<file path="config.mk">
export PLATFORM = sky130hd
export DESIGN_NAME = aud_recorder
export DESIGN_NICKNAME = d
export VERILOG_FILES = /design/src/rtl/aud_recorder.sv
export SDC_FILE = /design/constraint.sdc
export NUM_CORES = 1
export LEC_CHECK = 0
export CAP_MARGIN = 20
export CORE_UTILIZATION = 53
export CTS_CLUSTER_DIAMETER = 100
export DETAILED_ROUTE_END_ITERATION = 8
export GPL_TIMING_DRIVEN = 0
export PLACE_DENSITY = 0.8
export RECOVER_POWER = 25
export SETUP_SLACK_MARGIN = 0.02
export SYNTH_ARGS = -nofsm -noshare
export SYNTH_HDL_FRONTEND = slang
export SYNTH_SLANG_ARGS = --single-unit
</file>
<file path="constraint.sdc">
create_clock -name i_clk -period 2.15 [get_ports i_clk]
set_input_delay 0.5375 -clock i_clk [delete_from_list [all_inputs] [get_ports i_clk]]
set_output_delay 0.5375 -clock i_clk [all_outputs]
set_load 0.005 [all_outputs]
</file>
<file path="src/rtl/aud_recorder.sv">
// aud_recorder: deserializes I2S ADC samples (BCLK domain) into one-cycle SRAM word writes.
// Optional build macro AUD_RECORDER_STEREO_EN captures both channels, interleaved L,R.
module aud_recorder #(
  parameter int                ADDR_W   = 20,
  parameter int                SAMPLE_W = 16,
  parameter logic [ADDR_W-1:0] MAX_ADDR = 20'hFFFFF
) (
  input  logic                i_clk,
  input  logic                i_rst_n,
  input  logic                i_lrc,
  input  logic                i_data,
  input  logic                i_start,
  input  logic                i_pause,
  input  logic                i_stop,
  output logic [ADDR_W-1:0]   o_address,
  output logic [SAMPLE_W-1:0] o_data,
  output logic                o_wen,
  output logic                o_done,
  output logic [ADDR_W-1:0]   o_len,
  output logic [2:0]          o_state
);

  // Write port: o_wen is a one-cycle valid strobe with o_address/o_data; there is no
  // ready, the SRAM must accept every strobe, and strobes are never on adjacent cycles.

  localparam int CNT_W = $clog2(SAMPLE_W);
  localparam logic [CNT_W-1:0] CNT_LAST = CNT_W'(SAMPLE_W - 1);

  typedef enum logic [2:0] {
    S_IDLE    = 3'd0,
    S_WAIT    = 3'd1,
    S_CAPTURE = 3'd2,
    S_WRITE   = 3'd3,
    S_PAUSE   = 3'd4
  } state_t;

  state_t              state_q, state_d;
  logic                lrc_q;
  logic [CNT_W-1:0]    cnt_q, cnt_d;
  logic [SAMPLE_W-2:0] shift_q, shift_d;
  logic [ADDR_W-1:0]   addr_q, addr_d;
  logic [ADDR_W-1:0]   len_q, len_d;
  logic [SAMPLE_W-1:0] data_q, data_d;
  logic                wen_q, wen_d;
  logic                done_q, done_d;
  logic                pause_q, pause_d;
  logic                edge_hit;
  logic                wait_pause_ok;
  logic                write_pause_ok;

`ifdef AUD_RECORDER_STEREO_EN
  // ch_q is the channel of the next sample to capture (0 = left, 1 = right).
  logic ch_q, ch_d;
  assign edge_hit       = ch_q ? (~lrc_q & i_lrc) : (lrc_q & ~i_lrc);
  assign wait_pause_ok  = ~ch_q;
  assign write_pause_ok = ch_q;
`else
  assign edge_hit       = lrc_q & ~i_lrc;
  assign wait_pause_ok  = 1'b1;
  assign write_pause_ok = 1'b1;
`endif

  always_comb begin
    state_d = state_q;
    cnt_d   = cnt_q;
    shift_d = shift_q;
    addr_d  = addr_q;
    len_d   = len_q;
    data_d  = data_q;
    wen_d   = 1'b0;
    done_d  = 1'b0;
    pause_d = pause_q;
`ifdef AUD_RECORDER_STEREO_EN
    ch_d    = ch_q;
`endif
    case (state_q)
      S_IDLE: begin
        if (!i_stop && !i_pause && i_start) begin
          state_d = S_WAIT;
          addr_d  = '0;
          len_d   = '0;
          pause_d = 1'b0;
`ifdef AUD_RECORDER_STEREO_EN
          ch_d    = 1'b0;
`endif
        end
      end
      S_WAIT: begin
        if (i_stop) begin
          state_d = S_IDLE;
          done_d  = 1'b1;
          pause_d = 1'b0;
        end else if ((i_pause || pause_q) && wait_pause_ok) begin
          state_d = S_PAUSE;
          pause_d = 1'b0;
        end else begin
          // Mid-pair pause request is held until the right sample is written.
          if (i_pause) pause_d = 1'b1;
          if (edge_hit) begin
            state_d = S_CAPTURE;
            cnt_d   = '0;
          end
        end
      end
      S_CAPTURE: begin
        if (i_stop) begin
          state_d = S_IDLE;
          done_d  = 1'b1;
          pause_d = 1'b0;
        end else begin
          shift_d = {shift_q[SAMPLE_W-3:0], i_data};
          cnt_d   = cnt_q + CNT_W'(1);
          if (i_pause) pause_d = 1'b1;
          if (cnt_q == CNT_LAST) begin
            state_d = S_WRITE;
            wen_d   = 1'b1;
            data_d  = {shift_q, i_data};
          end
        end
      end
      S_WRITE: begin
        len_d = (len_q == MAX_ADDR) ? len_q : len_q + ADDR_W'(1);
`ifdef AUD_RECORDER_STEREO_EN
        ch_d  = ~ch_q;
`endif
        if (addr_q == MAX_ADDR) begin
          // Memory full: the last address is kept, recording ends.
          state_d = S_IDLE;
          done_d  = 1'b1;
          pause_d = 1'b0;
        end else begin
          addr_d = addr_q + ADDR_W'(1);
          if (i_stop) begin
            state_d = S_IDLE;
            done_d  = 1'b1;
            pause_d = 1'b0;
          end else if ((pause_q || i_pause) && write_pause_ok) begin
            state_d = S_PAUSE;
            pause_d = 1'b0;
          end else begin
            state_d = S_WAIT;
            if (i_pause) pause_d = 1'b1;
          end
        end
      end
      S_PAUSE: begin
        if (i_stop) begin
          state_d = S_IDLE;
          done_d  = 1'b1;
        end else if (!i_pause && i_start) begin
          state_d = S_WAIT;
`ifdef AUD_RECORDER_STEREO_EN
          ch_d    = 1'b0;
`endif
        end
      end
      default: state_d = S_IDLE;
    endcase
  end

  always_ff @(posedge i_clk or negedge i_rst_n) begin
    if (!i_rst_n) begin
      state_q <= S_IDLE;
      lrc_q   <= 1'b1;
      cnt_q   <= '0;
      shift_q <= '0;
      addr_q  <= '0;
      len_q   <= '0;
      data_q  <= '0;
      wen_q   <= 1'b0;
      done_q  <= 1'b0;
      pause_q <= 1'b0;
    end else begin
      state_q <= state_d;
      lrc_q   <= i_lrc;
      cnt_q   <= cnt_d;
      shift_q <= shift_d;
      addr_q  <= addr_d;
      len_q   <= len_d;
      data_q  <= data_d;
      wen_q   <= wen_d;
      done_q  <= done_d;
      pause_q <= pause_d;
    end
  end

`ifdef AUD_RECORDER_STEREO_EN
  always_ff @(posedge i_clk or negedge i_rst_n) begin
    if (!i_rst_n) ch_q <= 1'b0;
    else          ch_q <= ch_d;
  end
`endif

  assign o_address = addr_q;
  assign o_data    = data_q;
  assign o_wen     = wen_q;
  assign o_done    = done_q;
  assign o_len     = len_q;
  assign o_state   = state_q;

endmodule
</file>
==> impl_results.md <==
- Status: finished with violations
- Failing checks: max-capacitance violations, max-slew violations
- TritonRoute pass-1 iters: 5
- Slew HR: -0.0262
- Cells along the critical path: nand3b_1 -> or4_1 -> buf_2 -> nor4_1 -> xnor2_1 -> nor2_1
- Delay-heaviest family, CP: simple AND/OR/NAND/NOR gates
- Post-synth EDFFs: 0
- CP startpoint kind: register
- TNS Setup: 0 ps
- Layout cells sized above 1: 0.186
- Worst EP required: 2390 ps
- Slew Limit Fails: 27
- Port Buffers: 66
- Worst EP arrival: 2320 ps
- Worst slew pin tran: 1540 ps
- Final worst path period share: 0.967
- Slowest CP cell: or4_1
- #FFs+latches synth: 82
- Worst reg2reg path depth: 6
- Critical Path End Type: register
- Inserted Diodes: 0
- Hold path startpoint: i_stop
- WHS Path Cells: 2
- Reg2reg end: o_address[17]
- CTS root buffer: clkbuf_8
- Final hold vios: 0
- Initial Util: 0.557
- FILL cells: 505
- Syn Std Cell Area: 0.00408 mm^2
- Global Route Usage Sum: 0.223
- Peak Freq: 481 MHz
- Layout overhead on the synthesized area: 27.7%
- CTS Buffer Depth: 2
- First-pass GRT wire length: 14.5 mm
- Die W: 89.8 um
- Min-delay worst type: in2reg
- Core Area: 0.00733 mm^2
- CP max FO: 6
- Chip height: 89.8 um
- R2R setup slack: 70 ps
- Clk_lat worst skew: 360 ps
- I/O pin cnt: 68
- Number of global-route vias before repair: 3043
- # setup viols final: 0
- Gr ovfl total: 0
- # rows: 31
- CTS tree: yes
- Clk_skew: 9.36 ps
- VDD IR-drop max: 0.542 mV
- Synthesized area per cell: 11.0 um^2
- P_leak: 0.00227 uW
- Die ar.: 0.00806 mm^2
- Syn nets: 381
- Vias: 3141
- Clock Pin Slew Worst Setup and Hold Paths: 90 ps
- RSZ-0062 raised after global routing: true
- H-tree depth: 3
- Async SR Flop Fraction: 1.00
- Cell Pwr Density: 734 mW/mm^2
- Final worst slack: 70.1 ps
- Post-route ant nets: 0
- Most common cell after layout, fill and taps aside: dfrtp_1
- Netlist cell types: 60
- Nets@finish: 463
- Register area share after synthesis: 0.503
- Average vias per placed instance: 5.64
- Top FF cell, synth: dfrtp_1
- Largest net degree at the start of global routing: 57
- CP max stage delay: 530 ps
- Residual DRC count: 0
- Gpl congestion: 0.858
- Hold EP: o_state[1]
- Mapped Cells: 371
- Fin crit period: 2080 ps
- Crit path buffers/inverters: 1
- CTS Sinks: 82
- Final HPWL DP: 6.00 mm
- Yosys Warn Count: 0
- Total Wirelength: 8.53 mm
- Worst setup path category: reg2reg
- Max Cap Viol: 1
- Commonest non-fill, non-tap cells in the layout: 81 x dfrtp_1, 64 x clkdlybuf4s50_1, 34 x nor2_1, 27 x nand2_1, 23 x mux2_2
- Iteration-0 DRC Markers: 149
- Pre-CTS setup slack: -468 ps
- Initial antenna violation count: 0
- Num CTS Buffers: 9
- Reg2reg start: o_state[2]
- DR WL/cell: 15.3 um
[power breakdown]
group / switching (uW) / internal (uW)
clock network: 599 / 544
registers: 173 / 1690
logic: 374 / 443
total: 1150 / 2680
[through the flow]
stage / hold WS (ps) / area, um^2 / total power, uW / util / cells
after detailed placement: 475 / 4890 / 2690 / 0.667 / 537
after CTS: 88.3 / 5120 / 3820 / 0.698 / 553
after global placement: 468 / 4870 / 2650 / 0.664 / 536
final: 422 / 5220 / 3830 / 0.711 / 557
after global routing: 416 / 5220 / 4040 / 0.711 / 557
after floorplan: 242 / 4080 / 2310 / - / 371
[state kept, by name, indices dropped and copies added, names as in the netlist]
name / flops
o_address: 20
o_len: 20
o_data: 16
shift_q: 15
cnt_q: 4
o_state: 3
lrc_q: 1
o_done: 1
o_wen: 1
pause_q: 1
[area by class of cell]
| class | count | area (um^2) | share of cell area |
|---|---|---|---|
| clock buffers | 9 | 124 | 0.0238 |
| flip-flops and latches | 82 | 2050 | 0.394 |
| multi-input cells | 267 | 1990 | 0.382 |
| plain buffers | 16 | 103 | 0.0197 |
| well taps | 99 | 124 | 0.0238 |
| repair buffers | 72 | 719 | 0.138 |
| inverters | 5 | 18.8 | 0.00360 |
| clock inverters | 7 | 78.8 | 0.0151 |
[worst max path at each step]
stage / cells after the start / slack, ps / end / start
finish: 6 / 70 / o_address[17] / o_state[2]
global route: 6 / -10 / o_len[19] / o_len[0]
CTS: 6 / 10 / cnt_q[2] / o_state[2]
detailed placement: 7 / -470 / o_len[17] / i_pause
global placement: 1 / -2350 / o_data[10] / i_rst_n
floorplan: 6 / 130 / o_data[10] / o_state[0]
[cells by family (layout without fill, tap and decap cells)]
kind of cell	count (synthesis)	count (layout)	synth area share
AO/OA/AOI/OAI	51	51	0.0996
buffers and inverters	22	109	0.0294
adder cells (fa/ha/maj)	4	4	0.0116
AND/OR/NAND/NOR	150	150	0.202
XOR/XNOR	23	23	0.0493
multiplexers	39	39	0.105
flip-flops	82	82	0.503
[per-layer routing]
metal  vias to the layer above  global-route usage  part of all wire
li1                       1509                   -                 -
met1                      1546               0.292              0.44
met2                        73               0.360              0.50
met3                        13              0.0609             0.050
met4                         0              0.0697             0.016
met5                         -                   0                 0
[Yosys cell counts, drive strengths merged (2+ instances only)]
library cell | count | area, um^2
mux2 | 32 | 360
a22o | 3 | 26.3
ha | 3 | 37.5
buf | 9 | 71.3
nor3b | 3 | 22.5
mux2i | 7 | 70.1
a2111oi | 6 | 83.8
and2 | 2 | 12.5
or4 | 4 | 31.3
and4 | 4 | 35.0
a21oi | 12 | 60.1
inv | 5 | 18.8
or3 | 3 | 18.8
nor3 | 8 | 51.3
xor2 | 5 | 43.8
a211oi | 8 | 77.6
nor2 | 37 | 151
nand4 | 12 | 81.3
a21o | 2 | 16.3
nand2 | 27 | 101
or2 | 3 | 21.3
and3 | 7 | 43.8
nand3 | 22 | 110
a31oi | 2 | 12.5
nor4 | 8 | 71.3
clkbuf | 8 | 30.0
xnor2 | 18 | 158
nand3b | 3 | 22.5
nand2b | 4 | 25.0
dfrtp | 81 | 2030
o21ai | 10 | 50.1
[what timing repair did]
item | in CTS | in global routing
pin swaps | 2 | 5
hold buffers | 0 | 0
buffers inserted | 1 | 4
gates cloned | 0 | 0
endpoints found under the setup margin | 23 | 33
resized for setup | 3 | 15
Power figures use the tool's default switching activity.
